===== src/rtl/pulse_stretcher_pkg.sv =====
// Shared definitions for the pulse stretcher: per-channel FSM state encoding
// and small constant helpers used to size counters from parameters.
package pulse_stretcher_pkg;

    localparam logic [1:0] ST_IDLE = 2'd0;
    localparam logic [1:0] ST_ON   = 2'd1;
    localparam logic [1:0] ST_GAP  = 2'd2;

    function automatic int maxInt(input int a, input int b);
        return (a > b) ? a : b;
    endfunction

    // Width of a counter that counts 0..maxVal-1; never narrower than one bit
    // so a prescaler of 1 still has a legal (constant-zero) register.
    function automatic int counterWidth(input int maxVal);
        return (maxVal > 1) ? $clog2(maxVal) : 1;
    endfunction

endpackage


===== src/rtl/pulse_stretcher_tick_generator.sv =====
// Free-running prescaler: asserts o_tick for one cycle every TICK_CNT_MAX
// clock cycles. Shared by all stretcher channels and reusable by the debouncer.
module tick_generator
    import pulse_stretcher_pkg::*;
#(
    parameter int TICK_CNT_MAX = 62500
) (
    input  logic i_clk,
    input  logic i_rst,
    output logic o_tick
);

    localparam int TICK_W = counterWidth(TICK_CNT_MAX);
    localparam logic [TICK_W-1:0] TICK_LAST = TICK_W'(TICK_CNT_MAX - 1);

    logic [TICK_W-1:0] r_tickCnt;
    logic              w_atLast;

    assign w_atLast = (r_tickCnt == TICK_LAST);
    assign o_tick   = w_atLast;

    // Count 0..TICK_CNT_MAX-1 and wrap; reset restarts the phase at zero.
    always_ff @(posedge i_clk) begin
        if (i_rst) begin
            r_tickCnt <= '0;
        end else if (w_atLast) begin
            r_tickCnt <= '0;
        end else begin
            r_tickCnt <= r_tickCnt + TICK_W'(1);
        end
    end

endmodule


===== src/rtl/pulse_stretcher.sv =====
// Multi-channel pulse stretcher: turns short event strobes into long,
// human-visible pulses with a forced low gap and a one-deep pending latch.
// Every channel runs its own IDLE/ON/GAP machine off one shared tick.
module pulse_stretcher
    import pulse_stretcher_pkg::*;
#(
    parameter int WIDTH        = 1,
    parameter int TICK_CNT_MAX = 62500,
    parameter int ON_TICKS     = 200,
    parameter int GAP_TICKS    = 50,
    parameter int RETRIGGER    = 1
) (
    input  logic             i_clk,
    input  logic             i_rst,
    input  logic [WIDTH-1:0] i_pulse_in,
    output logic [WIDTH-1:0] o_stretched_out,
    output logic [WIDTH-1:0] o_busy
);

    localparam int ON_W = $clog2(maxInt(ON_TICKS, GAP_TICKS) + 1);
    localparam logic [ON_W-1:0] ON_LOAD  = ON_W'(ON_TICKS);
    localparam logic [ON_W-1:0] GAP_LOAD = ON_W'(GAP_TICKS);
    localparam logic [ON_W-1:0] CNT_ONE  = ON_W'(1);

    logic w_tick;

    tick_generator #(
        .TICK_CNT_MAX(TICK_CNT_MAX)
    ) u_tickGen (
        .i_clk (i_clk),
        .i_rst (i_rst),
        .o_tick(w_tick)
    );

    for (genvar g = 0; g < WIDTH; g++) begin : g_chan

        logic [1:0]      r_state;
        logic [1:0]      w_nextState;
        logic [ON_W-1:0] r_cnt;
        logic [ON_W-1:0] w_nextCnt;
        logic            r_pending;
        logic            w_nextPending;
        logic            r_stretched;
        logic            r_busy;

        // Next-state logic: ON/GAP count down on ticks; a retrigger pulse
        // beats a coinciding expiry, otherwise pulses latch into pending
        // and the first re-entry into ON consumes it.
        always_comb begin
            w_nextState   = r_state;
            w_nextCnt     = r_cnt;
            w_nextPending = r_pending;
            case (r_state)
                ST_IDLE: begin
                    if (i_pulse_in[g]) begin
                        w_nextState   = ST_ON;
                        w_nextCnt     = ON_LOAD;
                        w_nextPending = 1'b0;
                    end
                end
                ST_ON: begin
                    if ((RETRIGGER != 0) && i_pulse_in[g]) begin
                        w_nextCnt = ON_LOAD;
                    end else begin
                        if (i_pulse_in[g]) begin
                            w_nextPending = 1'b1;
                        end
                        if (w_tick) begin
                            if (r_cnt == CNT_ONE) begin
                                if (GAP_TICKS > 0) begin
                                    w_nextState = ST_GAP;
                                    w_nextCnt   = GAP_LOAD;
                                end else if (w_nextPending) begin
                                    w_nextState   = ST_ON;
                                    w_nextCnt     = ON_LOAD;
                                    w_nextPending = 1'b0;
                                end else begin
                                    w_nextState = ST_IDLE;
                                    w_nextCnt   = '0;
                                end
                            end else begin
                                w_nextCnt = r_cnt - CNT_ONE;
                            end
                        end
                    end
                end
                ST_GAP: begin
                    if (i_pulse_in[g]) begin
                        w_nextPending = 1'b1;
                    end
                    if (w_tick) begin
                        if (r_cnt == CNT_ONE) begin
                            if (w_nextPending) begin
                                w_nextState   = ST_ON;
                                w_nextCnt     = ON_LOAD;
                                w_nextPending = 1'b0;
                            end else begin
                                w_nextState = ST_IDLE;
                                w_nextCnt   = '0;
                            end
                        end else begin
                            w_nextCnt = r_cnt - CNT_ONE;
                        end
                    end
                end
                default: begin
                    w_nextState   = ST_IDLE;
                    w_nextCnt     = '0;
                    w_nextPending = 1'b0;
                end
            endcase
        end

        // State, counter and pending registers; outputs are decoded from the
        // next state so they are flops that always agree with r_state.
        always_ff @(posedge i_clk) begin
            if (i_rst) begin
                r_state     <= ST_IDLE;
                r_cnt       <= '0;
                r_pending   <= 1'b0;
                r_stretched <= 1'b0;
                r_busy      <= 1'b0;
            end else begin
                r_state     <= w_nextState;
                r_cnt       <= w_nextCnt;
                r_pending   <= w_nextPending;
                r_stretched <= (w_nextState == ST_ON);
                r_busy      <= (w_nextState != ST_IDLE);
            end
        end

        assign o_stretched_out[g] = r_stretched;
        assign o_busy[g]          = r_busy;

    end

endmodule

===== config.mk =====
export PLATFORM = sky130hd
export DESIGN_NAME = pulse_stretcher
export DESIGN_NICKNAME = d
export VERILOG_FILES = /design/src/rtl/pulse_stretcher_pkg.sv /design/src/rtl/pulse_stretcher_tick_generator.sv /design/src/rtl/pulse_stretcher.sv
export SDC_FILE = /design/constraint.sdc
export NUM_CORES = 1
export LEC_CHECK = 0
export ABC_AREA = 1
export BUFFER_PORTS_ARGS = -buffer_cell sky130_fd_sc_hd__buf_2
export CORE_MARGIN = 8
export CORE_UTILIZATION = 40
export DETAILED_ROUTE_END_ITERATION = 12
export GPL_TIMING_DRIVEN = 0
export PLACE_DENSITY = 0.65
export SETUP_SLACK_MARGIN = 0.5
export SLEW_MARGIN = 15
export SYNTH_ARGS = -nofsm -noshare
export SYNTH_HDL_FRONTEND = slang
export SYNTH_SLANG_ARGS = --single-unit

===== constraint.sdc =====
create_clock -name i_clk -period 1.6 [get_ports i_clk]
set_input_delay 0.16 -clock i_clk [delete_from_list [all_inputs] [get_ports i_clk]]
set_output_delay 0.16 -clock i_clk [all_outputs]
set_load 0.1 [all_outputs]

==> results of run 1 <==
[final timing paths]
| check | to | startpoint | depth (start not counted) |
|---|---|---|---|
| hold / removal | g_chan[0].r_state[0] | i_pulse_in | 5 |
| setup reg to reg | u_tickGen.r_tickCnt[12] | u_tickGen.r_tickCnt[0] | 8 |
| setup / recovery | u_tickGen.r_tickCnt[12] | u_tickGen.r_tickCnt[0] | 8 |
| hold reg to reg | u_tickGen.r_tickCnt[0] | u_tickGen.r_tickCnt[0] | 1 |
[power by group through the flow]
stage	Clock, W	Combinational [W]	Sequential [W]
3_3_place_gp	0	0.000293	0.000795
5_1_grt	0.000848	0.000409	0.000782
6_report	0.000812	0.000366	0.000777
2_1_floorplan	0	0.000220	0.000816
3_5_place_dp	0	0.000298	0.000794
4_1_cts	0.000822	0.000335	0.000776
[state kept, by name, indices dropped and copies added, names as in the netlist]
name and flops:
g_chan.r_pending 1, o_stretched_out 1, g_chan.r_state 2, u_tickGen.r_tickCnt 16, o_busy 1, g_chan.r_cnt 8
[stage by stage]
stage / total power [W] / utilization [%]
global placement: 0.00109 / 44.2
global route: 0.00204 / 54.2
detailed placement: 0.00109 / 44.2
floorplan: 0.00104 / -
finish: 0.00196 / 54.2
CTS: 0.00193 / 51.5
[worst min-delay path: cells and delay by family]
family / cells / cell delay (ns)
AND/OR/NAND/NOR: 3 / 0.21
buffers and inverters: 2 / 0.18
[layout by cell type (no fill, tap or decap), types with 2 or more instances in the layout]
| cell | Yosys | layout |
|---|---|---|
| nand4_1 | 11 | 11 |
| nand3_1 | 23 | 16 |
| buf_6 | 0 | 3 |
| dfxtp_1 | 29 | 12 |
| a21oi_2 | 5 | 7 |
| inv_1 | 35 | 28 |
| clkbuf_8 | 0 | 6 |
| inv_2 | 7 | 13 |
| buf_4 | 1 | 16 |
| nor2_1 | 23 | 19 |
| nor3b_2 | 2 | 3 |
| nand2_2 | 4 | 14 |
| nor2_2 | 8 | 6 |
| nand2_4 | 1 | 5 |
| nand3_2 | 0 | 7 |
| o211ai_1 | 2 | 2 |
| ha_4 | 0 | 3 |
| xor2_1 | 4 | 3 |
| a21oi_1 | 11 | 9 |
| dfxtp_2 | 0 | 13 |
| dfxtp_4 | 0 | 4 |
| nor2_4 | 1 | 7 |
| nand2_8 | 2 | 2 |
| nor3_1 | 2 | 2 |
| nand2_1 | 66 | 53 |
| o21ai_0 | 5 | 5 |
[kinds of logic after synthesis]
group,Yosys count
compound gates,25
simple gates,150
buf+inv,46
xor+xnor,4
fa+ha+maj,3
flops,29
[cells in the mapped netlist (all sizes together)]
library cell / count / area [µm²]
a211oi: 1 / 12.5
a21oi: 16 / 98.8
buf: 2 / 11.3
clkinv: 2 / 12.5
dfxtp: 29 / 581
ha: 3 / 37.5
inv: 42 / 158
nand2: 73 / 324
nand3: 23 / 115
nand3b: 1 / 7.51
nand4: 12 / 81.3
nor2: 32 / 148
nor3: 4 / 36.3
nor3b: 3 / 32.5
nor4: 1 / 6.26
o211ai: 2 / 15.0
o21ai: 6 / 30.0
or2: 1 / 6.26
xor2: 4 / 35.0
[per-layer routing]
| metal | track usage, % | vias up | routed length (µm) |
|---|---|---|---|
| met5 | 0 | - | 0 |
| met2 | 20.8 | 23 | 1910 |
| met4 | 7.19 | 0 | 112 |
| met3 | 2.92 | 10 | 93 |
| li1 | - | 877 | - |
| met1 | 16.3 | 772 | 2040 |
[timing repair]
| item | CTS | global route |
|---|---|---|
| setup endpoints to repair | 31 | 29 |
| hold buffers | 0 | 0 |
| cloned | 1 | 0 |
| buffers inserted | 11 | 5 |
| gates resized for setup | 30 | 26 |
| pin swaps | 17 | 13 |
[cell type report]
| type | instances | area (µm²) | area share [%] |
|---|---|---|---|
| Sequential cell | 29 | 612 | 26.3 |
| Buffer | 2 | 15.0 | 0.646 |
| Inverter | 44 | 180 | 7.75 |
| Clock inverter | 2 | 37.5 | 1.61 |
| Clock buffer | 6 | 82.6 | 3.55 |
| Multi-Input combinational cell | 183 | 1190 | 51.0 |
| Tap cell | 52 | 65.1 | 2.80 |
| Timing Repair Buffer | 19 | 148 | 6.35 |
==> implementation parameters, run 1 <==
Parameter                              Value

Run status
  Outcome ... complete, no violations

Synth
  Combinational family with the most area after synthesis ... simple AND/OR/NAND/NOR gates
  Post-synthesis sequential area ratio ... 33.2%
  Yosys synthesis warning count ... 0
  Post-Synth Simple-Gate Area ... 43.3%
  Multiplexer share of the synthesized area ... 0%
  Total nets after synthesis ... approximately 260
  Post-synthesis cell type count ... 33
  Xor/xnor share of the synthesized area ... under 10%
  Post-Synthesis Cells ... 257
  Fraction of the mapped netlist area in adder cells ... 2.15%
  Mean area per synthesized cell ... 6.80 µm²
  FF+latch count, synth ... 29
  Cell area after synthesis ... between 1500 and 2000 µm²
  Post-synthesis compound-gate area fraction ... 8.95%

STA
  PnR worst setup slack ... between 0.2 and 0.25 ns
  Fin. Hold Viols ... 0
  Highest Clock Rate ... 0.724 GHz
  Fraction of the cycle the final worst path needs ... 86.4%
  Finish-stage setup viols ... 0
  Setup repair after global routing missed its margin ... true
  Minimum clock period ... around 1.4 ns
  Fin Hold WS ... approximately 0.29 ns
  Relative slew slack ... 60.2%
  Final sum of negative setup slack ... 0 ns
  Clock skew after layout ... ~0.010 ns
  Total count of max-transition violations in the final report ... 0
  Tightest Pin Transition ... 0.596 ns

Worst setup path
  Family with the most delay on the worst path ... simple AND/OR/NAND/NOR gates
  Critical Path Most Common Cell ... nand2_1
  Crit path buf inv count ... 0
  Endpoint arrival time on the critical path ... 1.60 ns
  Slowest-stage cell, CP ... dfxtp_4
  WP data required ... 1.81 ns
  CP cell instances ... ha_4, nand2_4, nor3_4, nand2_2, nor2_4, nand2_1, nand2_1, nor3b_2
  Startpoint kind of the worst setup timing path ... register
  Slowest Stage Delay on Critical Path ... 0.37 ns
  Critical path class ... reg -> reg
  Worst-case register-to-register setup slack ... 0.22 ns
  Endpoint kind of the worst setup timing path ... register
  Maximum fanout count along the critical path ... 4

Flow run
  Number of maximum-capacitance violations ... 0

Die
  Count of pins on the block boundary ... 5
  Area of the core region ... 4290 µm²
  DIE AREA ... 6740 µm²
  Die boundary width ... ~82 µm
  Die Y-Extent ... roughly 82 µm
  Row count ... 24
  Initial standard-cell utilization of the core ... 40.7%

Global routing
  Number of global-route vias before repair ... approximately 1.6k
  Maximum number of pins on one net before global-route repair ... 11
  First-pass GRT wire length ... 6950 µm
  Total congestion overflow after global routing ... 0
  Initial antenna violation count ... 0
  Global-route total usage across every layer ... 13.2%

Detailed routing
  Antenna-violating nets left ... 0
  Via total after detailed routing ... around 1.7k
  WL/cell ... 12.3 µm
  Number of design rule violations left after detail routing ... 0
  Avg Vias per Cell ... 4.99
  Initial detailed-routing violation count ... 64
  1st-pass router iterations ... 4
  Final wirelength ... between 4000 and 5000 µm

Cells and area
  Non-filler cells in the finished layout ... 337
  ANT cells ... 0
  Layout Nets ... 290
  Layout overhead on the synthesized area ... 33.1%
  Area of all placed cells without fillers ... ~2300 µm²
  Fraction of layout instances using a drive strength above 1 ... 41.8%
  Number of filler cells placed in the layout ... around 420

Clock network
  Cell at the root of the clock tree ... clkbuf_8
  Number of buffers inserted during clock tree synthesis ... 5
  Clock tree from TritonCTS ... yes
  H-tree depth ... 2
  CTS clock-pin slew for the worst setup and hold paths ... roughly 0.070 ns
  CTS Sinks ... 29
  Later-pin clock latency in the skew report ... 0.29 ns
  Buffers from clock root to sink, at most ... 2

Placed design
  Routability congestion estimate from global placement ... 0.868
  Placement Cell Area ... 1900 µm²
  Count of buffers from port buffering ... 3
  Pre-CTS setup slack ... between 0.1 and 0.15 ns
  Half-perimeter wire length of the detailed placement result ... around 2700 µm
  Number of placed instances with taps included ... 312

Pwr
  Sequential Power Share ... 39.8%
  Pwr Density ... 841 nW/µm²
  Largest vdd supply drop ... 0.000509 V
  Fraction of power consumed by the clock network ... 41.5%
  Switching power total ... 0.000570 W
  Leakage power figure ... 1.03 nW
  Net Sw Frac ... 29.1%
  Internal power summed over all cells ... around 0.0014 W
  Part of the power in combinational logic ... 18.7%

Min path
  Tightest Hold Check Type ... in -> reg
(Power assumes the default switching activity.)
==> inputs of run 2 (changes only) <==
--- a/config.mk
+++ b/config.mk
@@ -7,7 +7,6 @@
 export LEC_CHECK = 0
 export ABC_AREA = 1
 export BUFFER_PORTS_ARGS = -buffer_cell sky130_fd_sc_hd__buf_2
-export CORE_MARGIN = 8
 export CORE_UTILIZATION = 40
 export DETAILED_ROUTE_END_ITERATION = 12
 export GPL_TIMING_DRIVEN = 0
==> run 2 against run 1 <==
Effect of this change:
- critical path depth unchanged
- clock skew down 0.0057 ns
- largest cell class unchanged
- critical endpoint unchanged
- combinational power down 2%
- register-to-register slack about the same
- sequential share of layout area up 0.20 points
- critical path type unchanged
==> implementation parameters, run 2 (synthesis results as in run 1) <==
Parameter                              Value

Cells and area
  Register bank with the most flops ... u_tickGen.r_tickCnt
  Largest registers ... u_tickGen.r_tickCnt (16), g_chan.r_cnt (8), g_chan.r_state (2)
  Layout Nets ... 289
  ANT cells ... 0
  Number of flip-flops under the largest register name ... 16
  Fraction of layout instances using a drive strength above 1 ... 40.3%
  Layout overhead on the synthesized area ... 30.4%
  Most common cell after layout, fill and taps aside ... nand2_1
  Area of all placed cells without fillers ... 2280 µm²
  Commonest cells after routing, fill and taps aside ... nand2_1, inv_1, nor2_1

Worst setup path
  First element of the critical path ... u_tickGen.r_tickCnt[0]
  Maximum fanout count along the critical path ... 4
  Slowest-stage cell, CP ... dfxtp_2
  Logic depth of the worst register-to-register path ... 8
  Endpoint arrival time on the critical path ... 1.59 ns
  WP data required ... 1.80 ns
  Termination of the worst setup path ... u_tickGen.r_tickCnt[12]
  CP cell instances ... ha_4, nand2_4, nor3_4, nand2_2, nor2_4, nand2_2, nand2_1, nor3b_2
  Path length in cells of the critical path ... 8
  Reg-to-reg critical path startpoint ... u_tickGen.r_tickCnt[0]
  Critical Path Most Common Cell ... nand2_2
  Critical path class ... reg -> reg
  Startpoint kind of the worst setup timing path ... register
  Crit path buf inv count ... 0
  Slowest Stage Delay on Critical Path ... 0.36 ns
  Family with the most delay on the worst path ... simple AND/OR/NAND/NOR gates
  Worst-case register-to-register setup slack ... approximately 0.21 ns
  Endpoint of the most critical register-to-register path ... u_tickGen.r_tickCnt[12]
  Endpoint kind of the worst setup timing path ... register

Pwr
  Leakage power figure ... 1.03 nW
  Largest vdd supply drop ... 0.000562 V
  Pwr Density ... 769 nW/µm²

Die
  Row count ... 23
  DIE AREA ... 4640 µm²
  Initial standard-cell utilization of the core ... 42.8%
  Count of pins on the block boundary ... 5
  Die Y-Extent ... 68.1 µm
  Area of the core region ... 4090 µm²
  Die boundary width ... between 60 and 70 µm

STA
  Highest Clock Rate ... about 0.7 GHz
  Setup repair after global routing missed its margin ... true
  Minimum clock period ... 1.39 ns
  Finish-stage setup viols ... 0
  Relative slew slack ... 59.5%
  Fin. Hold Viols ... 0
  Fin Hold WS ... 0.302 ns
  Fraction of the cycle the final worst path needs ... 87.0%
  PnR worst setup slack ... 0.209 ns
  Total count of max-transition violations in the final report ... 0
  Tightest Pin Transition ... 0.607 ns
  Clock skew after layout ... roughly 0.0047 ns
  Final sum of negative setup slack ... 0 ns

Global routing
  Maximum number of pins on one net before global-route repair ... 11
  Global-route total usage across every layer ... between 10% and 20%
  First-pass GRT wire length ... 6840 µm
  Number of global-route vias before repair ... 1,592
  Total congestion overflow after global routing ... 0
  Initial antenna violation count ... 0

Clock network
  Number of buffers inserted during clock tree synthesis ... 5
  Clock tree from TritonCTS ... yes
  CTS clock-pin slew for the worst setup and hold paths ... 0.06 ns
  Cell at the root of the clock tree ... clkbuf_8
  H-tree depth ... 2
  Later-pin clock latency in the skew report ... 0.27 ns
  Buffers from clock root to sink, at most ... 2
  # hold bufs at CTS ... 0
  CTS Sinks ... 29

Placed design
  Half-perimeter wire length of the detailed placement result ... 2700 µm
  Placement Cell Area ... 1900 µm²
  Routability congestion estimate from global placement ... 0.796
  Count of buffers from port buffering ... 3
  Pre-CTS setup slack ... between 0.1 and 0.15 ns

Detailed routing
  WL/cell ... between 10 and 15 µm
  Via total after detailed routing ... approximately 1.7k
  Avg Vias per Cell ... 5.08
  Number of design rule violations left after detail routing ... 0
  Final wirelength ... 4190 µm
  Initial detailed-routing violation count ... 60
  Antenna-violating nets left ... 0
  1st-pass router iterations ... 4

Flow run
  Number of maximum-capacitance violations ... 0

Run status
  Outcome ... complete, no violations

Min path
  Tightest Hold Check Type ... in -> reg
-- run 2: changes by cell type in the layout (fill, tap and decap cells not counted), sizes merged --
cell,before,now
clkbuf,6,7
bufinv,1,0
clkinvlp,1,0
buf,21,20
-- run 2: worst min-delay path by stage --
stage                                start  slack [ns]                      to  cells past startpoint
global route                    i_pulse_in        0.33         o_stretched_out                      5
global placement    u_tickGen.r_tickCnt[0]        0.43  u_tickGen.r_tickCnt[0]                      1
finish                          i_pulse_in        0.30    g_chan[0].r_state[0]                      5
detailed placement  u_tickGen.r_tickCnt[0]        0.43  u_tickGen.r_tickCnt[0]                      1
floorplan                       i_pulse_in        0.40    g_chan[0].r_state[0]                      4
CTS                             i_pulse_in        0.29    g_chan[0].r_state[0]                      5
-- run 2: cell type report --
class                      count  area, µm²
fill                         386       1810
multi-input combinational    183       1190
sequential                    29        604
inverter                      44        184
timing repair buffer          18        140
clock buffer                   7       86.3
tap                           50       62.6
buffer                         2       15.0
-- run 2: layer usage --
metal / track usage [%] / up-vias / share of wire [%]
li1: - / 876 / -
met1: 25.8 / 777 / 47
met2: 32.1 / 33 / 46
met3: 3.67 / 7 / 4.3
met4: 7.81 / 0 / 1.7
met5: 0 / - / 0
-- run 2: what timing repair did --
action / CTS / global route
gates resized for setup: 33 / 23
cloned: 1 / 0
endpoints found under the setup margin: 31 / 29
pin swaps: 19 / 11
setup buffers: 8 / 7
-- run 2: tightest hold or removal path: stages --
cell and delay [ns]:
buf_2 0.13, nand2_1 0.08, nand3_2 0.08, nand2_2 0.06, inv_1 0.04
-- run 2: metrics by stage --
| step | power, W | util, % | cells |
|---|---|---|---|
| after floorplan | 0.00104 | - | 257 |
| after global placement | 0.00109 | 46.4 | 310 |
| after detailed placement | 0.00109 | 46.4 | 310 |
| after CTS | 0.00174 | 53.1 | 326 |
| after global routing | 0.00184 | 55.8 | 333 |
| final | 0.00175 | 55.8 | 333 |
-- run 2: power breakdown --
| group | total (W) | internal, W | switching (W) | leakage, nW |
|---|---|---|---|---|
| sequential | 0.000778 | 0.000749 | 0.0000290 | 0.244 |
| combinational | 0.000360 | 0.000127 | 0.000233 | 0.737 |
| clock | 0.000616 | 0.000341 | 0.000275 | 0.0443 |
==> inputs of run 3 (changes only) <==
==> constraint.sdc (replaced) <==
create_clock -name i_clk -period 1.65 [get_ports i_clk]
set_input_delay 0.165 -clock i_clk [delete_from_list [all_inputs] [get_ports i_clk]]
set_output_delay 0.165 -clock i_clk [all_outputs]
set_load 0.1 [all_outputs]
==> run 3 against run 2 <==
Effect of this change:
- design area is 7.4% higher
- clock skew is 0.0032 ns higher
- core utilization is 4.1 points higher
- largest cell class unchanged
- hold slack better by 0.018 ns
- total power is 2.5% lower
- sequential power is 3.1% lower
==> implementation parameters, run 3 (synthesis results as in run 1) <==
Parameter                              Value

Run status
  Outcome ... complete, no violations

Cells and area
  Multi-input gate area in the final layout ... 1250 µm²
  Largest registers ... u_tickGen.r_tickCnt (16), g_chan.r_cnt (8), g_chan.r_state (2)
  Layout overhead on the synthesized area ... 40.1%
  Register bank with the most flops ... u_tickGen.r_tickCnt
  Final core utilization ... 59.9%
  Most common cell after layout, fill and taps aside ... nand2_1
  Layout Nets ... 299
  Number of flip-flops under the largest register name ... 16
  ANT cells ... 0
  Footprint of the flip-flops and latches ... 611 µm²
  Commonest cells after routing, fill and taps aside ... nand2_1, buf_4, inv_1
  Fraction of layout instances using a drive strength above 1 ... 49.3%
  Number of filler cells placed in the layout ... 349

Detailed routing
  Via total after detailed routing ... between 1.5k and 2k
  Met1 routed wirelength after detailed routing ... 2180 µm
  Avg Vias per Cell ... 5.14
  Antenna-violating nets left ... 0
  Final wirelength ... 4500 µm
  Initial detailed-routing violation count ... 74
  1st-pass router iterations ... 4
  WL/cell ... about 13 µm
  Number of design rule violations left after detail routing ... 0
  Top layer in use ... met4
  Met2 WL ... 2130 µm
  WL met3 ... around 130 µm

Worst setup path
  WP data required ... 1.85 ns
  Endpoint arrival time on the critical path ... 1.63 ns
  Critical path class ... reg -> reg
  Worst-case register-to-register setup slack ... ~0.22 ns
  Startpoint kind of the worst setup timing path ... register
  Endpoint kind of the worst setup timing path ... register
  Maximum fanout count along the critical path ... 8

Clock network
  CTS Sinks ... 29
  CTS clock-pin slew for the worst setup and hold paths ... 0.06 ns
  Buffers from clock root to sink, at most ... 2
  Number of buffers inserted during clock tree synthesis ... 5
  Cell at the root of the clock tree ... clkbuf_8
  H-tree depth ... 2
  Later-pin clock latency in the skew report ... between 0.2 and 0.3 ns
  Clock tree from TritonCTS ... yes
  # hold bufs at CTS ... 0

STA
  Setup repair after global routing missed its margin ... true
  Minimum clock period ... 1.43 ns
  Fin. Hold Viols ... 0
  Highest Clock Rate ... 0.699 GHz
  Clock skew after layout ... just under 0.008 ns
  Finish-stage setup viols ... 0
  Tightest Pin Transition ... 0.614 ns
  Total count of max-transition violations in the final report ... 0
  Relative slew slack ... 59.1%
  Final sum of negative setup slack ... 0 ns
  Fraction of the cycle the final worst path needs ... 86.7%

Placed design
  Half-perimeter wire length of the detailed placement result ... 2730 µm
  Routability congestion estimate from global placement ... about 0.86
  Count of buffers from port buffering ... 3

Pwr
  Largest vdd supply drop ... 0.000564 V
  Pwr Density ... ~700 nW/µm²
  Leakage power figure ... 1.10 nW

Die
  Row count ... 23
  Die Y-Extent ... 68.1 µm
  Area of the core region ... 4090 µm²
  Initial standard-cell utilization of the core ... 42.8%
  Die boundary width ... 68.1 µm
  Count of pins on the block boundary ... 5
  DIE AREA ... 4640 µm²

Global routing
  First-pass GRT wire length ... a little over 7000 µm
  Initial antenna violation count ... 0
  Number of global-route vias before repair ... ~1.6k
  Total congestion overflow after global routing ... 0
  Global-route total usage across every layer ... 20.7%
  Maximum number of pins on one net before global-route repair ... 11

Flow run
  Number of maximum-capacitance violations ... 0

Min path
  Tightest Hold Check Type ... in -> reg
==> run 3: power breakdown <==
group          internal, W  switching [W]
registers         0.000726      0.0000289
logic             0.000139       0.000244
clock network     0.000292       0.000281
total              0.00116       0.000554
==> run 3: path summary, 6_finish.rpt <==
path                            depth (start not counted)                       to               startpoint
worst max-delay path                                    9       g_chan[0].r_cnt[5]       g_chan[0].r_cnt[1]
worst min-delay path                                    5     g_chan[0].r_state[0]               i_pulse_in
worst max register to register                          9       g_chan[0].r_cnt[5]       g_chan[0].r_cnt[1]
worst min register to register                          2  u_tickGen.r_tickCnt[15]  u_tickGen.r_tickCnt[15]
==> run 3: what timing repair did <==
item | 4_1_cts | 5_1_grt
endpoints found under the setup margin | 31 | 29
pin swaps | 13 | 19
resized for setup | 29 | 56
cloned | 1 | 0
setup buffers | 14 | 11
==> run 3: per-stage QoR <==
stage	area, µm²	hold slack, ns	power, W	worst slack, ns	std cells
finish	2450	0.320	0.00171	0.220	344
global route	2450	0.326	0.00180	0.126	344
CTS	2190	0.300	0.00168	0.265	333
detailed placement	1890	0.433	0.00106	0.183	310
global placement	1890	0.430	0.00106	0.196	310
floorplan	1820	0.405	0.00100	0.310	257
==> run 3: metal layers <==
layer	GRT usage (%)	vias up
met5	0	-
met4	6.51	0
met3	5.33	7
met2	31.3	28
met1	28.4	833
li1	-	901
==> run 3: worst max-delay path, cell delays in order, from the launching register on <==
cell,delay [ns]
dfxtp_2,0.34
inv_4,0.08
ha_4,0.15
inv_2,0.04
nor2_4,0.09
nand2_4,0.11
buf_4,0.15
nand3_1,0.09
nand4_1,0.14
a21oi_2,0.16
==> run 3: area by class of cell <==
type                       instances  share of cell area (%)
sequential                        29                    24.9
multi-input combinational        183                    51.3
clock inverter                     2                   0.409
clock buffer                       6                    2.96
timing repair buffer              28                    9.45
tap                               50                    2.55
inverter                          44                    7.66
buffer                             2                   0.766
